<file path="config.mk">
export PLATFORM = sky130hd
export DESIGN_NAME = gimli_stream_arbiter
export DESIGN_NICKNAME = d
export VERILOG_FILES = /design/src/rtl/gimli_stream_arbiter.sv
export SDC_FILE = /design/constraint.sdc
export NUM_CORES = 1
export LEC_CHECK = 0
export BUFFER_PORTS_ARGS = -buffer_cell sky130_fd_sc_hd__clkbuf_2
export CAP_MARGIN = 5
export CORE_AREA = 8 8 156 158
export CTS_BUF_LIST = sky130_fd_sc_hd__clkbuf_8
export DETAILED_ROUTE_END_ITERATION = 6
export DIE_AREA = 0 0 164 166
export GPL_ROUTABILITY_DRIVEN = 0
export GPL_TIMING_DRIVEN = 0
export SLEW_MARGIN = 20
export SYNTH_ARGS = -nofsm -noshare
export SYNTH_HDL_FRONTEND = slang
export SYNTH_SLANG_ARGS = --single-unit
</file>
<file path="constraint.sdc">
create_clock -name clk -period 4.75 [get_ports clk]
set_input_delay 0.475 -clock clk [delete_from_list [all_inputs] [get_ports clk]]
set_output_delay 0.475 -clock clk [all_outputs]
set_load 0.005 [all_outputs]
</file>
<file path="src/rtl/gimli_stream_arbiter.sv">
// -----------------------------------------------------------------------------
// gimli_stream_arbiter
//
// Purpose:
//   Shares one Gimli stream core between CHANNELS requesters. A whole operation
//   (one instruction plus all of its din and dout beats) is locked to a single
//   channel. The core's output stream is routed back to the owning channel.
//   The din and dout paths are combinational pass-throughs with no buffering,
//   so backpressure reaches the requester in the same cycle.
//
// Configuration macro:
//   GIMLI_STREAM_ARBITER_PRIORITY_EN
//     - defined:   fixed priority, the lowest requesting index wins.
//     - undefined: round robin, the search starts after the last grant.
//
// Ports:
//   clk, arstn           clock; synchronous active-low reset
//   ch_inst*             per-channel instruction streams (4-bit opcode lanes)
//   ch_din*              per-channel input data streams
//   ch_dout*             per-channel output data streams
//   core_inst*           instruction stream to the core
//   core_din*            input data stream to the core
//   core_dout*           output data stream from the core
//   grant                index of the channel that owns the core
//   busy                 high while a channel holds the lock
// -----------------------------------------------------------------------------
module gimli_stream_arbiter #(
   parameter int          CHANNELS            = 4,
   parameter int          DIN_DOUT_WIDTH      = 32,
   parameter int          DIN_DOUT_SIZE_WIDTH = 2,
   parameter logic [15:0] INST_HAS_DIN        = 16'hFFFF,
   parameter logic [15:0] INST_HAS_DOUT       = 16'hFFFF
) (
   input  logic                                         clk,
   input  logic                                         arstn,
   // requester side
   input  logic [4*CHANNELS-1:0]                        ch_inst,
   input  logic [CHANNELS-1:0]                          ch_inst_valid,
   output logic [CHANNELS-1:0]                          ch_inst_ready,
   input  logic [DIN_DOUT_WIDTH*CHANNELS-1:0]           ch_din,
   input  logic [(DIN_DOUT_SIZE_WIDTH+1)*CHANNELS-1:0]  ch_din_size,
   input  logic [CHANNELS-1:0]                          ch_din_last,
   input  logic [CHANNELS-1:0]                          ch_din_valid,
   output logic [CHANNELS-1:0]                          ch_din_ready,
   output logic [DIN_DOUT_WIDTH*CHANNELS-1:0]           ch_dout,
   output logic [(DIN_DOUT_SIZE_WIDTH+1)*CHANNELS-1:0]  ch_dout_size,
   output logic [CHANNELS-1:0]                          ch_dout_last,
   output logic [CHANNELS-1:0]                          ch_dout_valid,
   input  logic [CHANNELS-1:0]                          ch_dout_ready,
   // core side
   output logic [3:0]                                   core_inst,
   output logic                                         core_inst_valid,
   input  logic                                         core_inst_ready,
   output logic [DIN_DOUT_WIDTH-1:0]                    core_din,
   output logic [DIN_DOUT_SIZE_WIDTH:0]                 core_din_size,
   output logic                                         core_din_last,
   output logic                                         core_din_valid,
   input  logic                                         core_din_ready,
   input  logic [DIN_DOUT_WIDTH-1:0]                    core_dout,
   input  logic [DIN_DOUT_SIZE_WIDTH:0]                 core_dout_size,
   input  logic                                         core_dout_last,
   input  logic                                         core_dout_valid,
   output logic                                         core_dout_ready,
   // status
   output logic [$clog2(CHANNELS)-1:0]                  grant,
   output logic                                         busy
);

   localparam int W  = DIN_DOUT_WIDTH;
   localparam int S  = DIN_DOUT_SIZE_WIDTH + 1;
   localparam int GW = $clog2(CHANNELS);

   typedef enum logic [1:0] {
      S_IDLE = 2'd0,
      S_INST = 2'd1,
      S_XFER = 2'd2
   } state_t;

   state_t          r_state;
   logic [GW-1:0]   r_grant;
   logic            r_din_pending;
   logic            r_dout_pending;
   logic            r_busy;
`ifndef GIMLI_STREAM_ARBITER_PRIORITY_EN
   logic [GW-1:0]   r_last_grant;
`endif

   logic [GW-1:0]   w_winner;
   logic            w_found;
   logic            w_inst_hs;
   logic            w_din_done;
   logic            w_dout_done;
   logic            w_din_pending_nxt;
   logic            w_dout_pending_nxt;

   // -------------------------------------------------------------------------
   // Winner selection
   // -------------------------------------------------------------------------
`ifdef GIMLI_STREAM_ARBITER_PRIORITY_EN
   // Scan downward so the lowest requesting index is the last one written.
   always_comb begin
      w_winner = '0;
      w_found  = 1'b0;
      for (int c = CHANNELS - 1; c >= 0; c--) begin
         if (ch_inst_valid[c]) begin
            w_winner = GW'(c);
            w_found  = 1'b1;
         end
      end
   end
`else
   // Two passes implement the wrap: first the channels above the last grant,
   // then all channels from index 0 upward.
   always_comb begin
      w_winner = '0;
      w_found  = 1'b0;
      for (int c = 0; c < CHANNELS; c++) begin
         if (!w_found && ch_inst_valid[c] && (c > int'(r_last_grant))) begin
            w_winner = GW'(c);
            w_found  = 1'b1;
         end
      end
      for (int c = 0; c < CHANNELS; c++) begin
         if (!w_found && ch_inst_valid[c]) begin
            w_winner = GW'(c);
            w_found  = 1'b1;
         end
      end
   end
`endif

   // Handshakes are observed on the core-side ports, which are already gated
   // by state, ownership and pending flags.
   assign w_inst_hs          = core_inst_valid & core_inst_ready;
   assign w_din_done         = core_din_valid  & core_din_ready  & core_din_last;
   assign w_dout_done        = core_dout_valid & core_dout_ready & core_dout_last;
   assign w_din_pending_nxt  = r_din_pending  & ~w_din_done;
   assign w_dout_pending_nxt = r_dout_pending & ~w_dout_done;

   // -------------------------------------------------------------------------
   // Operation-lock FSM
   // -------------------------------------------------------------------------
   always_ff @(posedge clk) begin
      if (!arstn) begin
         r_state        <= S_IDLE;
         r_grant        <= '0;
         r_din_pending  <= 1'b0;
         r_dout_pending <= 1'b0;
         r_busy         <= 1'b0;
`ifndef GIMLI_STREAM_ARBITER_PRIORITY_EN
         r_last_grant   <= GW'(CHANNELS - 1);
`endif
      end else begin
         case (r_state)
            S_IDLE: begin
               if (w_found) begin
                  r_grant      <= w_winner;
`ifndef GIMLI_STREAM_ARBITER_PRIORITY_EN
                  r_last_grant <= w_winner;
`endif
                  r_state      <= S_INST;
                  r_busy       <= 1'b1;
               end
            end
            S_INST: begin
               if (w_inst_hs) begin
                  r_din_pending  <= INST_HAS_DIN[core_inst];
                  r_dout_pending <= INST_HAS_DOUT[core_inst];
                  if (INST_HAS_DIN[core_inst] || INST_HAS_DOUT[core_inst]) begin
                     r_state <= S_XFER;
                  end else begin
                     r_state <= S_IDLE;
                     r_busy  <= 1'b0;
                  end
               end
            end
            S_XFER: begin
               r_din_pending  <= w_din_pending_nxt;
               r_dout_pending <= w_dout_pending_nxt;
               // Both last handshakes in one cycle finish the operation here.
               if (!w_din_pending_nxt && !w_dout_pending_nxt) begin
                  r_state <= S_IDLE;
                  r_busy  <= 1'b0;
               end
            end
            default: begin
               r_state <= S_IDLE;
               r_busy  <= 1'b0;
            end
         endcase
      end
   end

   // -------------------------------------------------------------------------
   // Routing. Every output is forced to 0 while arstn is low, so the reset
   // takes effect on the ports immediately rather than one edge later.
   // -------------------------------------------------------------------------
   always_comb begin
      ch_inst_ready   = '0;
      ch_din_ready    = '0;
      ch_dout         = '0;
      ch_dout_size    = '0;
      ch_dout_last    = '0;
      ch_dout_valid   = '0;
      core_inst       = '0;
      core_inst_valid = 1'b0;
      core_din        = '0;
      core_din_size   = '0;
      core_din_last   = 1'b0;
      core_din_valid  = 1'b0;
      core_dout_ready = 1'b0;
      grant           = '0;
      busy            = 1'b0;
      if (arstn) begin
         grant = r_grant;
         busy  = r_busy;
         for (int c = 0; c < CHANNELS; c++) begin
            if (GW'(c) == r_grant) begin
               if (r_state == S_INST) begin
                  core_inst        = ch_inst[4*c +: 4];
                  core_inst_valid  = ch_inst_valid[c];
                  ch_inst_ready[c] = core_inst_ready;
               end
               if ((r_state == S_XFER) && r_din_pending) begin
                  core_din        = ch_din[W*c +: W];
                  core_din_size   = ch_din_size[S*c +: S];
                  core_din_last   = ch_din_last[c];
                  core_din_valid  = ch_din_valid[c];
                  ch_din_ready[c] = core_din_ready;
               end
               if ((r_state == S_XFER) && r_dout_pending) begin
                  ch_dout[W*c +: W]      = core_dout;
                  ch_dout_size[S*c +: S] = core_dout_size;
                  ch_dout_last[c]        = core_dout_last;
                  ch_dout_valid[c]       = core_dout_valid;
                  core_dout_ready        = ch_dout_ready[c];
               end
            end
         end
      end
   end

endmodule

</file>
---- Word-level counts from Yosys, hierarchy flattened ----
Memories as Yosys holds them, arrays and structs flattened.
Cells that the tools add are included.
W data, S select, Z words.
word-level totals
  flip-flop bits (word level) ............. 9
  memory bits (read-only) ................. 16
  bits of input ports ..................... 213
  output and inout bits ................... 202
  word-level logic and storage cells ...... 185
  memories ................................ 1
memories
  name              depth  width  read ports  clocked after memory_dff  wr ports  RTL line  text
  (name not given)  16     1      1           0                         0         169       if (INST_HAS_DIN[core_inst] || INST_HAS_DOUT[core_inst]) begin
operators by class
  order comparisons ....................... 4
  equal/unequal tests ..................... 9
  multiplexer cells ....................... 129
  bitwise gates (word level) .............. 9
  reduce and logical (&&, ||, !) cells .... 27
operators with widths
  operator              count
  $mux W32              14
  $mux W128             1
  $mux W1               71
  $mux W4               13
  $mux W3               14
  $mux W2               11
  $logic_and A1 B1 Y1   12
  $mux W12              1
  $logic_not A1 Y1      8
  $ne A2 B2 Y1 const B  4
  $and A1 B1 Y1         7
  $pmux W2 S3           1
  $lt A4 B5 Y1 const B  1
  $eq A2 B2 Y1 const A  2
  $gt A2 B2 Y1 const A  2
  $logic_not A2 Y1      2
  $pmux W1 S2           2
  $reduce_and A2 Y1     2
  $reduce_and A4 Y1     1
  $pmux W1 S3           1
  $reduce_and A3 Y1     1
  $eq A1 B2 Y1 const A  1
  $eq A2 B1 Y1 const B  1
  $eq A2 B2 Y1 const B  1
  3 further kinds       4

---- Depth between registers and ports, before layout ----
  depth after elaboration ................. 25
  gate-level depth with buffers ........... 8
  gate-level depth less buffers ........... 5

---- Least setup slack after synthesis ----
OpenSTA, ideal clock, no wires.
  path kind ............................... reg-to-output
  from .................................... register r_grant[0]
  to ...................................... output port core_din[10]
  arrival time ............................ 1.414 ns
  required time ........................... 4.275 ns
  setup slack ............................. 2.861 ns
  stages on the path, launching flop included .. 6
  path buffers ............................ 3
  cell sequence ........................... dfxtp_1 buf_6 buf_6 buf_4 mux4_2 nor2b_1
on the way
  longest elaborated chain between the ends .. 9
  elaborated cells between the ends (all ways) .. 12
  those cells by class .................... eq/ne (3); mux (8); reduce/logical (1)
ends and longest elaborated chain
  element                   RTL line  text
  start: declaration        80        logic [GW-1:0] r_grant;
  start signal: assignment  157       r_grant <= w_winner;
  $logic_not A2 Y1          218       if (GW'(c) == r_grant) begin
  $mux W32                  218
  $mux W32                  224       if ((r_state == S_XFER) && r_din_pending) begin
  $mux W32                  218
  $mux W32                  224
  $mux W32                  218
  $mux W32                  224
  $mux W32 *                218
  $mux W32 *                214       if (arstn) begin
  end: declaration          54        output logic [DIN_DOUT_WIDTH-1:0] core_din,
Mark *: on every way between the ends. The rest lies on a longest branch, timed or not.

---- Worst setup path after layout ----
  from .................................... input port arstn
  to ...................................... output port core_din[30]
on the way
  longest elaborated chain between the ends .. 1
ends and longest elaborated chain
  element             RTL line  text
  start: declaration  35        input logic arstn,
  $mux W32            214
Every way passes these cells.

==> metrics.yaml <==
routing:
  finalWirelength_um: 20100
  drtIter0Drc: 279
  vias: 4569
  vias_per_cell: 4.17
  ant_nets: 0
  wl_per_cell_um: 18.4
  drc: 0
  drtPass1Iterations: 6
clock_network:
  cts_buffer_depth: 2
  cts_hold_buf: 0
  cts_tree: "yes"
  ctsResizeCount: 0
  clk_pin_slew_ns: 0.05
  cts_setup_buffers: 0
  cts_buffers: 3
  clock_latency_ns: 0.24
  cts.sinks: 9
  h-tree-depth: 1
  root_buffer: "clkbuf_8"
power:
  netSwitchingFraction_pct: 37.1
  power_frac_comb_pct: 65.6
  pwr_density_cell_nw_per_um2: 100
  p_clk_share_pct: 17.6
  power.internal_uw: 334
  p_switching_uw: 197
  p_seq_share_pct: 16.8
  p_leak_uw: 0.00274
  power_uw: 532
  ir_worst_vdd_uv: 70.6
setup_path:
  reg2reg_to: "r_busy"
  crit_type: "input port to primary output"
  cp-startpoint: "arstn"
  arrival_ns: 2.23
  rr_worst_depth: 5
  end_kind: "primary output"
  cp.required_ns: 4.28
  r2r_slack_ns: 2.89
  crit_end: "core_din[30]"
  cp-start-kind: "input port"
  worst-path-max-fanout: 10
  reg2reg_from: "r_state[0]"
timing:
  max_freq_mhz: 370
  finalSetupTns_ns: 0
  period_needed_ns: 2.70
  rsz0062_at_grt: "no"
  relSlewSlack_pct: 58.3
  hold_viol: 0
  drv_slew: 0
  post-route-period-util_pct: 56.9
  setup_viol: 0
  finClkSkew_ns: 0.00399
  tightest_slew_ns: 0.623
synth:
  synth_warnings: 0
  syn_nets: 605
  yosys.area_share.adder_pct: 0
  synthXorXnorAreaFrac_pct: 0
  avgSynthCellArea_um2: 7.25
  ys_types: 42
  synthSimpleGateAreaFrac_pct: 47.3
  ys_seq_elements: 9
  synthMuxAreaShare_pct: 33.7
  synth_flop_cell: "dfxtp_1"
  syn_inst: 392
  synth_area_um2: 2840
  synth_top_family_by_area: "simple AND/OR/NAND/NOR gates"
  synthArstFlopShare_pct: 0
  ys_seq_area_share_pct: 6.34
  synth-compound-area-share_pct: 5.29
  synth_edf_count: 0
global_routing:
  grt_pass1_wl_um: 29500
  grt_max_degree: 11
  grt-ovfl-total: 0
  grt_pass1_vias: 4705
  antenna_found_initial: 0
  grt.total_usage_pct: 13.9
die:
  coreArea_um2: 22100
  start_util_pct: 12.9
  die_area_um2: 27200
  io_pins: 415
  die_h_um: 166
  die_x_um: 164
  rows: 55
layout:
  fin_cells: 1095
  fin_nets: 1024
  antenna_cells: 0
  drive_gt1_share_pct: 60.9
  syn_to_final_growth_pct: 87.1
run_status:
  status: "finished, final reports clean"
placement:
  hpwlAfterDp_um: 18300
  port_buffers: 414
  dp_cells: 1091
job:
  maxCapViolCount: 0
hold_path:
  hold_class: "flop to flop"
logic make-up after synthesis:
family	count (synthesis)
AO/OA/AOI/OAI	24
buffers and inverters	40
flip-flops	9
multiplexers	44
AND/OR/NAND/NOR	275
worst max-delay path: stages:
cell and delay, ns:
clkbuf_2 0.10, buf_2 0.23, nand4b_1 0.54, clkbuf_1 0.46, nor2b_1 0.26, clkbuf_2 0.15
registers in the layout, indices dropped and copies added, names as in the netlist:
signal and count:
r_din_pending 1, r_busy 1, r_state 2, r_last_grant 2, r_dout_pending 1, r_grant 2
Yosys cell counts (3+ instances only):
cell	instances	share of area, %
nand2b_1	3	0.66
inv_1	3	0.40
nor2b_1	39	8.6
nand2_1	44	5.8
buf_2	13	2.3
o21ai_0	7	1.2
dfxtp_1	9	6.3
buf_4	3	0.79
a31oi_1	3	0.66
nor2_1	127	17
mux4_2	41	33
o21ai_1	3	0.53
buf_6	4	1.6
clkbuf_1	11	1.5
and3_1	5	1.1
a21oi_1	4	0.70
and2_1	41	9.0
clkbuf_2	3	0.53
layout make-up:
type / instances / area (um2)
Clock inverter: 1 / 3.75
Fill cell: 2494 / 16800
Buffer: 36 / 196
Inverter: 4 / 15.0
Sequential cell: 9 / 180
Clock buffer: 3 / 41.3
Timing Repair Buffer: 414 / 2070
Multi-Input combinational cell: 343 / 2450
Tap cell: 285 / 357
through the flow:
stage	cell area [um2]	setup slack [ns]	util, %	hold slack [ns]
floorplan	2840	2.86	-	0.503
global placement	5270	1.93	23.9	0.524
detailed placement	5270	1.93	23.9	0.533
CTS	5310	1.93	24.1	0.545
global route	5310	1.88	24.1	0.577
finish	5310	2.05	24.1	0.544
worst min-delay path by stage:
stage,from,to,cells past startpoint
floorplan,r_dout_pending,r_dout_pending,1
global placement,r_dout_pending,r_dout_pending,1
detailed placement,r_dout_pending,r_dout_pending,1
CTS,r_dout_pending,r_dout_pending,1
global route,r_dout_pending,r_dout_pending,1
finish,r_dout_pending,r_dout_pending,1
cells in the final DEF (no fill, tap or decap), types with 2 or more instances in the layout:
cell type / n
and3_1: 5
buf_2: 13
clkbuf_8: 3
nand2_1: 44
a31oi_1: 3
o21ai_1: 3
nor2b_1: 39
inv_1: 4
nor2b_4: 2
dfxtp_1: 9
nand3_1: 2
nor2_1: 127
buf_4: 3
nor3b_1: 2
a21oi_1: 4
and2_1: 41
mux4_2: 41
buf_6: 4
mux2_2: 2
o21ai_0: 7
buf_1: 2
nand2b_1: 3
clkbuf_2: 417
clkbuf_1: 11
layer usage:
metal / vias up / global-route usage (%) / routed length (um) / part of all wire (%)
li1: 2164 / - / - / -
met1: 2161 / 17.5 / 8020 / 40
met2: 240 / 25.2 / 10300 / 51
met3: 4 / 2.33 / 1740 / 8.6
met4: 0 / 0.712 / 43 / 0.21
met5: - / 0 / 0 / 0
power by group through the flow:
stage / registers [uW] / logic, uW / clock network (uW)
2_1_floorplan: 88.3 / 200 / 0
3_3_place_gp: 90.4 / 346 / 0
3_5_place_dp: 90.7 / 352 / 0
4_1_cts: 89.2 / 353 / 95.0
5_1_grt: 90.1 / 379 / 99.8
6_report: 89.1 / 349 / 93.7
No activity file was read; power rests on OpenSTA's default activity.
